===== src/rtl/wwm_pkg.sv =====
// Shared constants and types for the projectile, state machine and display blocks.
// Latency: n/a (package only).
// Backpressure: n/a.
//
// Holds the one-hot state encoding, the target box and play-field limits,
// the fixed-point fraction width and a saturating position-step helper.
package wwm_pkg;

    localparam int FRAC = 4;

    typedef enum logic [3:0] {
        ST_IDLE   = 4'b0001,
        ST_ARMED  = 4'b0010,
        ST_FLY    = 4'b0100,
        ST_LANDED = 4'b1000
    } state_t;

    // Target box (inclusive)
    localparam logic [9:0] TGT_X_MIN = 10'd650;
    localparam logic [9:0] TGT_X_MAX = 10'd675;
    localparam logic [9:0] TGT_Y_MIN = 10'd470;
    localparam logic [9:0] TGT_Y_MAX = 10'd475;

    // Play-field limits: at or beyond any of these the shot is out
    localparam logic [9:0] OOB_X_HI = 10'd775;
    localparam logic [9:0] OOB_X_LO = 10'd160;
    localparam logic [9:0] OOB_Y_HI = 10'd475;
    localparam logic [9:0] OOB_Y_LO = 10'd50;

    // Adds a signed velocity to an unsigned 10.4 position. Result bit 14 flags
    // that the sum left the 0..1023 px range and was clamped.
    function automatic logic [14:0] step_pos(input logic [13:0] pos,
                                             input logic signed [9:0] vel);
        logic signed [15:0] sum;
        sum = $signed({2'b00, pos}) + 16'(vel);
        if (sum[15])
            step_pos = {1'b1, 14'd0};
        else if (sum[14])
            step_pos = {1'b1, 14'h3FFF};
        else
            step_pos = {1'b0, sum[13:0]};
    endfunction

endpackage


===== src/rtl/wwm_proj_bounds.sv =====
// Classifies an integer pixel position as hit / out-of-bounds / neither.
// Latency: combinational.
// Backpressure: none.
//
// Ports: x, y (integer pixel) in; hit, out_of_bounds out.
// hit wins over out_of_bounds, so the two are never both high (the box's
// bottom edge Y=475 coincides with the lower field limit).
module wwm_proj_bounds
    import wwm_pkg::*;
(
    input  logic [9:0] x,
    input  logic [9:0] y,
    output logic       hit,
    output logic       out_of_bounds
);

    logic in_box;
    logic outside;

    assign in_box  = (x >= TGT_X_MIN) && (x <= TGT_X_MAX) &&
                     (y >= TGT_Y_MIN) && (y <= TGT_Y_MAX);
    assign outside = (x >= OOB_X_HI) || (x <= OOB_X_LO) ||
                     (y >= OOB_Y_HI) || (y <= OOB_Y_LO);

    assign hit           = in_box;
    assign out_of_bounds = outside && !in_box;

endmodule


===== src/rtl/wwm_projectile.sv =====
// Projectile kinematics: latch launch velocity, step position once per frame under gravity.
// Latency: position/flags update on the clock edge of the qualifying frame_tick.
// Backpressure: none; launch pulses outside IDLE are dropped.
//
// Ports: clk, Reset_n (async active-low); frame_tick, launch, animate,
// vx_init/vy_init (signed 1/16 px/frame) in; projectileCenterX/Y (integer px),
// in_flight, hit, out_of_bounds (registered), flight_frames (saturating) out.
// Optional: define WWM_PROJ_DRAG_EN to bleed |vx| by 1 every 8th flight frame.
module wwm_projectile
    import wwm_pkg::*;
#(
    parameter logic        [9:0] PROJ_X0 = 10'd200,
    parameter logic        [9:0] PROJ_Y0 = 10'd300,
    parameter logic signed [9:0] GRAVITY = 10'sd4
) (
    input  logic              clk,
    input  logic              Reset_n,
    input  logic              frame_tick,
    input  logic              launch,
    input  logic              animate,
    input  logic signed [9:0] vx_init,
    input  logic signed [9:0] vy_init,
    output logic        [9:0] projectileCenterX,
    output logic        [9:0] projectileCenterY,
    output logic              in_flight,
    output logic              hit,
    output logic              out_of_bounds,
    output logic        [7:0] flight_frames
);

    localparam logic [13:0] PARK_X = 14'(PROJ_X0) << FRAC;
    localparam logic [13:0] PARK_Y = 14'(PROJ_Y0) << FRAC;

    state_t             state;
    logic        [13:0] pos_x, pos_y;
    logic signed [9:0]  vx, vy;

    logic        [14:0] step_x, step_y;
    logic               bnd_hit, bnd_oob, oob_next;
    logic signed [10:0] vy_sum;
    logic signed [9:0]  vy_next, vx_next;
    logic        [7:0]  ff_next;
    logic               do_step, do_repark;

    // Next-frame kinematics, evaluated every cycle, committed only on do_step
    always_comb begin
        step_x  = step_pos(pos_x, vx);
        step_y  = step_pos(pos_y, vy);
        ff_next = (flight_frames == 8'd255) ? 8'd255 : flight_frames + 8'd1;

        // vy += GRAVITY, clamped instead of wrapping (overflow when the two
        // top bits of the 11-bit sum disagree)
        vy_sum = 11'(vy) + 11'(GRAVITY);
        if (vy_sum[10] != vy_sum[9])
            vy_next = vy_sum[10] ? -10'sd512 : 10'sd511;
        else
            vy_next = vy_sum[9:0];

        vx_next = vx;
`ifdef WWM_PROJ_DRAG_EN
        if (ff_next[2:0] == 3'd7) begin
            if (vx > 10'sd0)
                vx_next = vx - 10'sd1;
            else if (vx < 10'sd0)
                vx_next = vx + 10'sd1;
        end
`endif
    end

    wwm_proj_bounds u_bounds (
        .x             (step_x[13:FRAC]),
        .y             (step_y[13:FRAC]),
        .hit           (bnd_hit),
        .out_of_bounds (bnd_oob)
    );

    // A clamped step always ends the shot, but never overrides a hit
    assign oob_next = !bnd_hit && (bnd_oob || step_x[14] || step_y[14]);

    always_comb begin
        do_step   = 1'b0;
        do_repark = 1'b0;
        case (state)
            ST_IDLE:   ;
            ST_ARMED:  do_step = frame_tick && animate;
            ST_FLY: begin
                do_repark = !animate;
                do_step   = animate && frame_tick;
            end
            ST_LANDED: do_repark = !animate;
            default:   do_repark = 1'b1;
        endcase
    end

    always_ff @(posedge clk or negedge Reset_n) begin
        if (!Reset_n) begin
            state         <= ST_IDLE;
            pos_x         <= PARK_X;
            pos_y         <= PARK_Y;
            vx            <= '0;
            vy            <= '0;
            hit           <= 1'b0;
            out_of_bounds <= 1'b0;
            flight_frames <= '0;
        end else if (do_repark) begin
            state         <= ST_IDLE;
            pos_x         <= PARK_X;
            pos_y         <= PARK_Y;
            vx            <= '0;
            vy            <= '0;
            hit           <= 1'b0;
            out_of_bounds <= 1'b0;
            flight_frames <= '0;
        end else if (do_step) begin
            pos_x         <= step_x[13:0];
            pos_y         <= step_y[13:0];
            vx            <= vx_next;
            vy            <= vy_next;
            flight_frames <= ff_next;
            hit           <= bnd_hit;
            out_of_bounds <= oob_next;
            state         <= (bnd_hit || oob_next) ? ST_LANDED : ST_FLY;
        end else if (state == ST_IDLE && launch) begin
            // frame_tick in this same cycle is deliberately ignored
            vx    <= vx_init;
            vy    <= vy_init;
            state <= ST_ARMED;
        end
    end

    assign projectileCenterX = pos_x[13:FRAC];
    assign projectileCenterY = pos_y[13:FRAC];
    assign in_flight         = (state == ST_FLY);

endmodule


===== config.mk =====
export PLATFORM = sky130hd
export DESIGN_NAME = wwm_projectile
export DESIGN_NICKNAME = d
export VERILOG_FILES = /design/src/rtl/wwm_pkg.sv /design/src/rtl/wwm_proj_bounds.sv /design/src/rtl/wwm_projectile.sv
export SDC_FILE = /design/constraint.sdc
export NUM_CORES = 1
export LEC_CHECK = 0
export BUFFER_PORTS_ARGS = -buffer_cell sky130_fd_sc_hd__buf_2
export CORE_ASPECT_RATIO = 2
export CORE_MARGIN = 2
export CORE_UTILIZATION = 40
export DETAILED_ROUTE_END_ITERATION = 8
export PLACE_DENSITY = 0.68
export SKIP_CTS_REPAIR_TIMING = 1
export SYNTH_ARGS = -nofsm -noshare
export SYNTH_HDL_FRONTEND = slang
export SYNTH_HIERARCHICAL = 1
export SYNTH_SLANG_ARGS = --single-unit

===== constraint.sdc =====
create_clock -name clk -period 5.33 [get_ports clk]
set_clock_uncertainty 0.1 [all_clocks]
set_input_delay 1.066 -clock clk [delete_from_list [all_inputs] [get_ports clk]]
set_output_delay 1.066 -clock clk [all_outputs]
set_load 0.005 [all_outputs]

==> results.md, run 1 <==
- Status: completed
- TritonCTS Buffers: 9
- Pin count of the biggest net entering global routing: 36
- F_max: 225 MHz
- Wire per inst: 18.3 um
- Top Ports: 56
- Switching part of the total: 0.502
- Critical path class: reg -> reg
- Detail Route Antenna Nets: 0
- RSZ-0062 raised after global routing: no
- Max-slew violations: 0
- Crit Path Max Fanout: 15
- Final net count: 687
- PortBufs: 55
- Sw power: 0.00175 W
- Max VDD drop: 258 uV
- Post-synthesis simple-gate area fraction: 0.198
- Setup tns final: 0 ns
- Initial DRC count: 256
- Part of the power in combinational logic: 0.622
- GRT overflow: 0
- Fin crit period: 4.45 ns
- Total design power: 0.00348 W
- Flop2flop setup slack: 0.88 ns
- Max Cap Viol: 0
- Crit path required time: 5.40 ns
- Syn_area_per_cell: 8.54 um2
- First-pass GRT wire length: 22700 um
- Worst-margin pin slew: 0.807 ns
- Root Buffer: clkbuf_16
- Async SR Flop Fraction: 1.00
- Dominant cell type by area after synthesis: dfrtp_1
- Routed vias/inst: 5.94
- CTS sink cnt: 62
- Vias in the first global route: 4699
- Synth unique cells: 84
- DRC: 0
- Largest family of logic cells by synthesized area: compound AO/OA/AOI/OAI gates
- XOR/XNOR Fraction of Synth Area: 0.0410
- Area Overhead vs Synth: 10.5%
- Number of buffers and inverters on the critical path: 1
- Worst hold stages: 2
- Via Count: 4643
- Post-Synth Adder-Cell Area: 0.0889
- DP Area: 0.00533 mm2
- Ranking of synthesized cells by area: dfrtp_1, ha_1, a21oi_1
- Hpwl dp: 11100 um
- Mapped Cells: 597
- Critical path depth: 17
- Final Cycle Share: 0.835
- Flip-flop and latch count after synthesis: 62
- Flop pwr share: 0.208
- PD cells: 618 mW/mm2
- Initial antenna violation count: 0
- Synth Area in Compound Gates: 0.288
- Worst setup SP type: flip-flop
- H-tree depth: 3
- Ys flop type: dfrtp_1
- Critical path's slowest cell: a2111oi_4
- Crit path largest cell delay: 0.48 ns
- Tot GR Track Use: 0.209
- CP endpoint kind: flip-flop
- Chip width: 83.8 um
- Syn nets: 657
- R2R depth: 17
- Critical-path cell list: ha_1 > inv_1 > fa_1 > nor2b_1 > o31a_1 > o211ai_2 > nand4_1 > o2111ai_4 > a21o_1 > and2_1 > nor2_1 > nand3b_1 > a2111oi_4 > a31oi_2 > or3_1 > mux2i_2 > a32oi_1
- Final setup margin: 0.877 ns
- Initial DRT Pass Iterations: 5
- Yosys warnings: 6
- Die ar.: 0.0137 mm2
- CTS clk-pin slew, worst paths: 0.06 ns
- # setup viols final: 0
- Synth Cell Area: 0.00510 mm2
- Yosys top cell area share: 0.265
- Hold Crit Class: reg -> reg
- DP Worst Slack: 0.925 ns
- Height of the die: 164 um
- Clock latency on the worst-skew pair: 0.33 ns
- GPL Wtd Cong: 0.987
- Post-synth EDFFs: 0
- Part of the power in the clock network: 0.170
- Final hold violations: 0
- Sequential element share of the synthesized area: 0.306
- TritonCTS clock tree: built
- Crit path DAT: 4.53 ns
- Kind of cell adding the most delay to the critical path: compound AO/OA/AOI/OAI gates
- Clock buffer depth: 2
- Leakage power: 2.51 nW
- Row cnt: 58
- Initial core utilization: 0.408
- Ant. Diodes: 0
- Core area: 0.0125 mm2
- Slew HR: 0.462
- Multiplexer share of the synthesized area: 0.00908
- Cell internal pwr: 0.00174 W
- Final wirelength: 14300 um
- Post-route cell area: 0.00563 mm2
- Fraction of layout cells with a size suffix above 1: 0.203
==> cells in the mapped netlist (4+ instances only) <==
master and count:
nand2_1 69, nor2_1 62, a21oi_1 57, dfrtp_1 54, ha_1 33, o21ai_0 32, inv_1 25, buf_4 21
a31oi_1 13, nand3_1 13, o21a_1 12, xnor2_1 12, clkbuf_1 10, o21ai_1 10, o21ai_2 10, xor2_1 10
a21o_1 8, dfstp_2 8, nor3_1 7, o22a_1 7, and3_1 6, buf_2 6, nand2b_1 6, nor4_1 5
o21bai_1 5, o22ai_1 5, nand3b_1 4, nor2b_1 4, o211ai_1 4
==> power groups by stage <==
stage / registers [W] / clock network [W] / logic, W
final: 0.000724 / 0.000593 / 0.00217
after global routing: 0.000736 / 0.000622 / 0.00236
after CTS: 0.000723 / 0.000602 / 0.00215
after detailed placement: 0.000732 / 0 / 0.00214
after global placement: 0.000727 / 0 / 0.00210
after floorplan: 0.000657 / 0 / 0.00173
==> layer usage <==
metal,share of wire,routed length (um),GRT usage,vias up
li1,-,-,-,2209
met1,0.35,4960,0.196,2248
met2,0.56,7960,0.410,134
met3,0.033,475,0.0283,52
met4,0.062,884,0.134,0
met5,0,0,0,-
==> stage by stage <==
step / hold WS [ns] / util / std cells
after floorplan: 0.356 / - / 597
after global placement: 0.369 / 0.427 / 766
after detailed placement: 0.386 / 0.427 / 766
after CTS: 0.398 / 0.451 / 782
after global routing: 0.427 / 0.451 / 782
final: 0.392 / 0.451 / 782
==> cell type report <==
cell class	count	area, um2
fill	1241	6850
multi-input combinational	470	3180
sequential	62	1560
timing repair buffer	59	305
clock buffer	12	246
tap	150	188
inverter	25	93.8
clock inverter	4	55.1
==> worst min-delay path, delay by kind of cell (launching register included) <==
kind | cells | cell delay, ns
AOI/OAI and AO/OA | 1 | 0.06
and+or+nand+nor | 1 | 0.05
DFF | 1 | 0.35
==> kinds of logic after synthesis <==
logic type               count (synthesis)
adder cells (fa/ha/maj)                 35
AO/OA/AOI/OAI                          203
XOR/XNOR                                23
buffers and inverters                   65
flip-flops                              62
multiplexers                             4
AND/OR/NAND/NOR                        205
==> layout by cell type (no fill, tap or decap), types with 5 or more instances in the layout <==
cell type,synthesis,final
nor4_1,5,5
o21ai_1,10,10
o21a_1,12,12
a31oi_1,13,13
inv_1,25,25
nand2b_1,6,6
a21oi_1,57,57
nand2_1,69,69
clkbuf_16,0,9
nand3_1,13,13
xor2_1,10,10
buf_2,6,55
o21bai_1,5,5
nor3_1,7,7
o21ai_2,10,10
and3_1,6,6
ha_1,33,33
dfstp_2,8,8
xnor2_1,12,12
nor2_1,62,62
o21ai_0,32,32
o22a_1,7,7
o22ai_1,5,5
dfrtp_1,54,54
a21o_1,8,8
==> worst paths after layout <==
kind	from	endpoint
min in group asynchronous	Reset_n	flight_frames[5]
worst min register to register	pos_x[2]	pos_x[2]
worst max-delay path	pos_x[0]	state[3]
worst max register to register	pos_x[0]	state[3]
max in group asynchronous	Reset_n	state[0]
worst min-delay path	pos_x[2]	pos_x[2]
==> registers in the layout, indices dropped and copies added, names as in the netlist <==
register,flops
pos_x,14
vy,10
flight_frames,8
state,4
pos_y,14
vx,10
hit,1
out_of_bounds,1
(Power assumes the default switching activity.)
==> run 2, diff against run 1 <==
--- a/config.mk
+++ b/config.mk
@@ -5,12 +5,13 @@
 export SDC_FILE = /design/constraint.sdc
 export NUM_CORES = 1
 export LEC_CHECK = 0
+export ABC_AREA = 1
 export BUFFER_PORTS_ARGS = -buffer_cell sky130_fd_sc_hd__buf_2
 export CORE_ASPECT_RATIO = 2
 export CORE_MARGIN = 2
 export CORE_UTILIZATION = 40
 export DETAILED_ROUTE_END_ITERATION = 8
-export PLACE_DENSITY = 0.68
+export PLACE_DENSITY = 0.7
 export SKIP_CTS_REPAIR_TIMING = 1
 export SYNTH_ARGS = -nofsm -noshare
 export SYNTH_HDL_FRONTEND = slang
==> constraint.sdc (replaced) <==
create_clock -name clk -period 3.9 [get_ports clk]
set_clock_uncertainty 0.1 [all_clocks]
set_input_delay 0.78 -clock clk [delete_from_list [all_inputs] [get_ports clk]]
set_output_delay 0.78 -clock clk [all_outputs]
set_load 0.005 [all_outputs]
==> run 2 against run 1 <==
  * First-iteration DRC count rose by 16%
  * Critical path depth rose by 9
  * Via count rose by 12%
  * Critical endpoint unchanged
  * Largest power group unchanged
==> results.md, run 2 <==
- Final wirelength: 13500 um
- Crit path required time: 4.03 ns
- Core area: 0.0133 mm2
- Row cnt: 60
- Slew HR: 0.466
- Clock latency on the worst-skew pair: 0.34 ns
- Critical path's slowest cell: dfrtp_1
- Chip width: 86.2 um
- Crit path DAT: 3.49 ns
- Pin count of the biggest net entering global routing: 35
- Max-slew violations: 0
- Most common cell after layout, fill and taps aside: nand2_1
- Part of the power in the clock network: 0.196
- Most frequent cells in the layout: nand2_1, inv_1, nor2_1, buf_2, dfrtp_1
- Crit Path Max Fanout: 11
- PortBufs: 55
- Wire per inst: 13.2 um
- Largest registers: pos_x: 14 flops, pos_y: 14 flops
- Critical path class: reg -> reg
- Area Overhead vs Synth: 10.1%
- Synth Cell Area: 0.00540 mm2
- Tot GR Track Use: 0.196
- Wl on met1: 6300 um
- Clock buffer depth: 2
- Vias in the first global route: 4882
- Crit path largest cell delay: 0.40 ns
- First-pass GRT wire length: 23000 um
- Yosys top cell area share: 0.250
- Flip-flop and latch count after synthesis: 62
- Non-filler cells, final: 1023
- Final net count: 923
- Cell internal pwr: 0.00206 W
- Setup tns final: 0 ns
- Worst setup SP type: flip-flop
- Via Count: 5221
- RSZ-0062 raised after global routing: no
- Initial DRC count: 296
- Root Buffer: clkbuf_16
- Die ar.: 0.0145 mm2
- Switching part of the total: 0.501
- Post-synth EDFFs: 0
- Top Ports: 56
- Yosys warnings: 6
- Hpwl dp: 10500 um
- Count leader, synth: nand2_1
- Ys flop type: dfrtp_1
- GPL Wtd Cong: 0.967
- Met2 WL: 6280 um
- Met3 wire length: 630 um
- TritonCTS clock tree: built
- Syn_area_per_cell: 6.53 um2
- CP endpoint kind: flip-flop
- Synth unique cells: 45
- Synth top cells by count: nand2_1, inv_1, nor2_1, dfrtp_1, nand3_1
- Hold Crit Class: in -> async
- F_max: 297 MHz
- # setup viols final: 0
- Fin crit period: 3.36 ns
- Syn nets: 887
- Kind of cell adding the most delay to the critical path: simple AND/OR/NAND/NOR gates
- Fraction of layout cells with a size suffix above 1: 0.141
- CTS clk-pin slew, worst paths: 0.05 ns
- Initial antenna violation count: 0
- Status: completed
- Most common cell on crit path: nand2_1
- Mapped Cells: 827
- Flop pwr share: 0.224
- Height of the die: 168 um
- Top routing layer in use: met4
- Final Cycle Share: 0.862
- DRC: 0
- CTS sink cnt: 62
- Placed cell count: 1007
- Initial DRT Pass Iterations: 5
- Ant. Diodes: 0
- Final hold violations: 0
- Worst-margin pin slew: 0.800 ns
- H-tree depth: 3
- TritonCTS Buffers: 9
- GRT overflow: 0
- Async SR Flop Fraction: 1.00
- Max Cap Viol: 0
- Part of the power in combinational logic: 0.580
- Number of buffers and inverters on the critical path: 4
- Ranking of synthesized cells by area: dfrtp_1, nand2_1, inv_1
- Initial core utilization: 0.406
- Sw power: 0.00207 W
- Leakage power: 3.35 nW
- Sequential element share of the synthesized area: 0.289
- Total design power: 0.00412 W
- PD cells: 693 mW/mm2
- Routed vias/inst: 5.10
- Max VDD drop: 368 uV
- Detail Route Antenna Nets: 0
- Dominant cell type by area after synthesis: dfrtp_1
## run 2: kinds of logic (layout without fill, tap and decap cells)
family                     count (synthesis)  after routing  share of synthesized area
AOI/OAI and AO/OA                        117            117                      0.126
DFF                                       62             62                      0.289
and+or+nand+nor                          442            442                      0.346
buffers and inverters                    156            197                      0.130
adders and majority gates                 35             35                     0.0839
xor gates and xnor gates                  15             15                     0.0243
## run 2: cell type report
type | instances | area (um2)
Sequential cell | 62 | 1560
Fill cell | 1360 | 7340
Clock buffer | 12 | 246
Clock inverter | 4 | 47.5
Inverter | 124 | 470
Tap cell | 155 | 194
Timing Repair Buffer | 57 | 290
Multi-Input combinational cell | 609 | 3130
## run 2: final timing paths
path	start	to	slack [ns]	cells past startpoint
max reg2reg	vy[0]	state[3]	0.54	26
max	vy[0]	state[3]	0.54	26
min	Reset_n	pos_y[10]	0.18	1
min in group clk	pos_x[3]	pos_x[3]	0.39	2
min reg2reg	pos_x[3]	pos_x[3]	0.39	2
max in group asynchronous	Reset_n	pos_x[7]	2.84	2
## run 2: stage by stage
stage / utilization / hold slack (ns) / worst slack [ns] / cell area [um2]
after CTS: 0.447 / 0.173 / 0.457 / 5940
after detailed placement: 0.425 / 0.379 / 0.465 / 5650
after global routing: 0.447 / 0.195 / 0.0503 / 5950
after global placement: 0.425 / 0.369 / 0.445 / 5650
final: 0.447 / 0.176 / 0.537 / 5950
after floorplan: - / 0.355 / 0.934 / 5400
## run 2: power groups by stage
stage                     registers, W  logic (W)  clock network [W]
after global routing          0.000939    0.00275           0.000843
final                         0.000922    0.00239           0.000808
after floorplan               0.000874    0.00195                  0
after detailed placement      0.000930    0.00236                  0
after CTS                     0.000919    0.00239           0.000821
after global placement        0.000926    0.00235                  0
## run 2: worst reg2reg max path: stages, from the launching register on
cell and delay, ns:
dfrtp_1 0.40, ha_1 0.25, fa_1 0.39, nand2_1 0.09, nand2_1 0.09, nand2_2 0.11
o21bai_4 0.09, nand2_2 0.08, nand2_1 0.07, nand2_1 0.07, nand2_1 0.21, o21ai_1 0.19
nand2_1 0.07, inv_1 0.11, inv_1 0.05, nor2_1 0.12, nand4_1 0.10, nand2_1 0.08
nand3_2 0.07, nand2_1 0.07, inv_1 0.03, inv_1 0.04, nand3_1 0.06, nor2_1 0.11
nand2_1 0.08, nand2_1 0.06, nand2_1 0.04
## run 2: layer usage
layer	vias up	track usage
li1	2668	-
met2	148	0.312
met3	21	0.0270
met4	0	0.0683
met1	2384	0.271
met5	-	0
==> run 3, diff against run 2 <==
--- a/config.mk
+++ b/config.mk
@@ -5,7 +5,6 @@
 export SDC_FILE = /design/constraint.sdc
 export NUM_CORES = 1
 export LEC_CHECK = 0
-export ABC_AREA = 1
 export BUFFER_PORTS_ARGS = -buffer_cell sky130_fd_sc_hd__buf_2
 export CORE_ASPECT_RATIO = 2
 export CORE_MARGIN = 2
==> run 3 against run 2 <==
  * Largest cell class unchanged
  * Power increased by 33%
  * Die area decreased by 5.4%
  * Setup slack got worse by 0.71 ns
  * Count of clock-buffer cells in the layout increased by 2
  * Routed wire length increased by 19%
  * The run now ends with setup timing left
  * Final cell count decreased by 17%
  * Critical path depth decreased by 9
  * Sequential share of layout area decreased by 1.1 points
  * First-iteration DRC count increased by 7.1%
  * Critical path type unchanged
==> results.md, run 3 (synthesized netlist as in run 1, its figures left out) <==
- Clock buffer depth: 2
- Cell internal pwr: 0.00283 W
- DP Area: 0.00578 mm2
- Tot GR Track Use: 0.232
- Worst R2R End: state[3]
- Initial DRC count: 317
- F_max: 246 MHz
- Sw power: 0.00265 W
- Most frequent cells in the layout: buf_4, nand2_1, a21oi_1, nor2_1, buf_2
- Hpwl dp: 12500 um
- Number of buffers and inverters on the critical path: 1
- Max-slew violations: 0
- Die ar.: 0.0137 mm2
- Part of the power in combinational logic: 0.686
- Routed vias/inst: 5.84
- Crit path DAT: 4.15 ns
- Detail Route Antenna Nets: 0
- Switching part of the total: 0.483
- Root Buffer: clkbuf_16
- Initial antenna violation count: 0
- Critical path's slowest cell: a2111oi_4
- Post-route cell area: 0.00621 mm2
- Critical-path cell list: ha_2 > inv_2 > fa_2 > nor2b_2 > o31a_1 > o211ai_2 > nand4_1 > o2111ai_4 > a21o_1 > and2_4 > nor2_4 > nand3b_1 > a2111oi_4 > a31oi_2 > or3_1 > mux2i_2 > a32oi_1
- Worst-margin pin slew: 0.865 ns
- Vias in the first global route: 5121
- Worst flop-to-flop path startpoint: vx[0]
- Crit path largest cell delay: 0.44 ns
- Final hold violations: 0
- PD cells: 882 mW/mm2
- Hold Crit Class: in -> async
- Final Cycle Share: 1.04
- Via Count: 4958
- Failing checks: setup timing
- Top Ports: 56
- Worst setup SP type: flip-flop
- Leakage power: 2.85 nW
- Area Overhead vs Synth: 21.9%
- Flop pwr share: 0.172
- Status: finished, violations left
- Reg area: 0.00156 mm2
- Area occupied by multi-input gates: 0.00328 mm2
- TritonCTS clock tree: built
- RSZ-0062 raised after global routing: yes
- # fillers: 1217
- Slew HR: 0.423
- GRT overflow: 0
- CTS sink cnt: 62
- Initial DRT Pass Iterations: 6
- H-tree depth: 3
- Row cnt: 58
- Flop2flop setup slack: -0.17 ns
- Setup tns final: -0.471 ns
- Clock latency on the worst-skew pair: 0.33 ns
- Final net count: 754
- PortBufs: 55
- Core area: 0.0125 mm2
- Critical path class: reg -> reg
- Final wirelength: 16100 um
- Largest registers: pos_x: 14 flops, pos_y: 14 flops
- First-pass GRT wire length: 24900 um
- CP endpoint kind: flip-flop
- Pin count of the biggest net entering global routing: 35
- TritonCTS Buffers: 9
- CTS clk-pin slew, worst paths: 0.05 ns
- DRC: 0
- Ant. Diodes: 0
- Part of the power in the clock network: 0.141
- Initial core utilization: 0.408
- Final setup margin: -0.171 ns
- Max Cap Viol: 0
- Fraction of layout cells with a size suffix above 1: 0.300
- # setup viols final: 3
- R2R depth: 17
- Crit Path Max Fanout: 5
- Chip width: 83.8 um
- Crit path required time: 3.98 ns
- Util after Layout: 0.498
- Most common cell after layout, fill and taps aside: buf_4
- Height of the die: 164 um
- Wire per inst: 18.9 um
- Fin crit period: 4.07 ns
- Max VDD drop: 507 uV
- GPL Wtd Cong: 0.999
- Kind of cell adding the most delay to the critical path: compound AO/OA/AOI/OAI gates
-- run 3: power by group through the flow --
stage | Combinational, W | Sequential (W) | Clock [W]
after floorplan | 0.00237 | 0.000897 | 0
after global placement | 0.00341 | 0.000940 | 0
after detailed placement | 0.00351 | 0.000948 | 0
after CTS | 0.00354 | 0.000938 | 0.000783
after global routing | 0.00407 | 0.000958 | 0.000815
final | 0.00376 | 0.000943 | 0.000775
-- run 3: worst max-delay path by stage --
stage | start | endpoint | slack, ns | depth (start not counted)
floorplan | pos_y[0] | state[3] | 0.02 | 17
global route | pos_y[0] | state[2] | -0.35 | 17
finish | vx[0] | state[3] | -0.17 | 17
CTS | pos_x[0] | state[3] | -0.29 | 17
detailed placement | vx[9] | state[3] | -0.22 | 15
global placement | vx[0] | state[3] | -0.14 | 17
-- run 3: metrics by stage --
step	std cells	total power [W]	hold WS [ns]	worst slack, ns
finish	849	0.00548	0.188	-0.171
global route	849	0.00585	0.192	-0.352
CTS	842	0.00526	0.192	-0.290
detailed placement	826	0.00446	0.388	-0.223
global placement	826	0.00435	0.369	-0.138
floorplan	597	0.00327	0.356	0.0238
-- run 3: final cells by class --
class / count / share of cell area
clock buffer: 14 / 0.0441
clock inverter: 2 / 0.00242
inverter: 25 / 0.0151
tap: 150 / 0.0302
sequential: 62 / 0.251
timing repair buffer: 125 / 0.129
multi-input combinational: 471 / 0.528
-- run 3: layer usage --
metal | track usage | wire, um | vias up
met5 | 0 | 0 | -
met4 | 0.188 | 1330 | 0
met3 | 0.0349 | 580 | 72
met2 | 0.443 | 9000 | 166
met1 | 0.208 | 5140 | 2371
li1 | - | - | 2349
-- run 3: worst reg2reg max path, stage by stage, from the launching register on --
cell       delay (ns)
dfrtp_1          0.37
ha_2             0.20
inv_2            0.04
fa_2             0.37
nor2b_2          0.15
o31a_1           0.22
o211ai_2         0.16
nand4_1          0.28
o2111ai_4        0.24
a21o_1           0.23
and2_4           0.17
nor2_4           0.08
nand3b_1         0.12
a2111oi_4        0.44
a31oi_2          0.09
or3_1            0.33
mux2i_2          0.22
a32oi_1          0.13
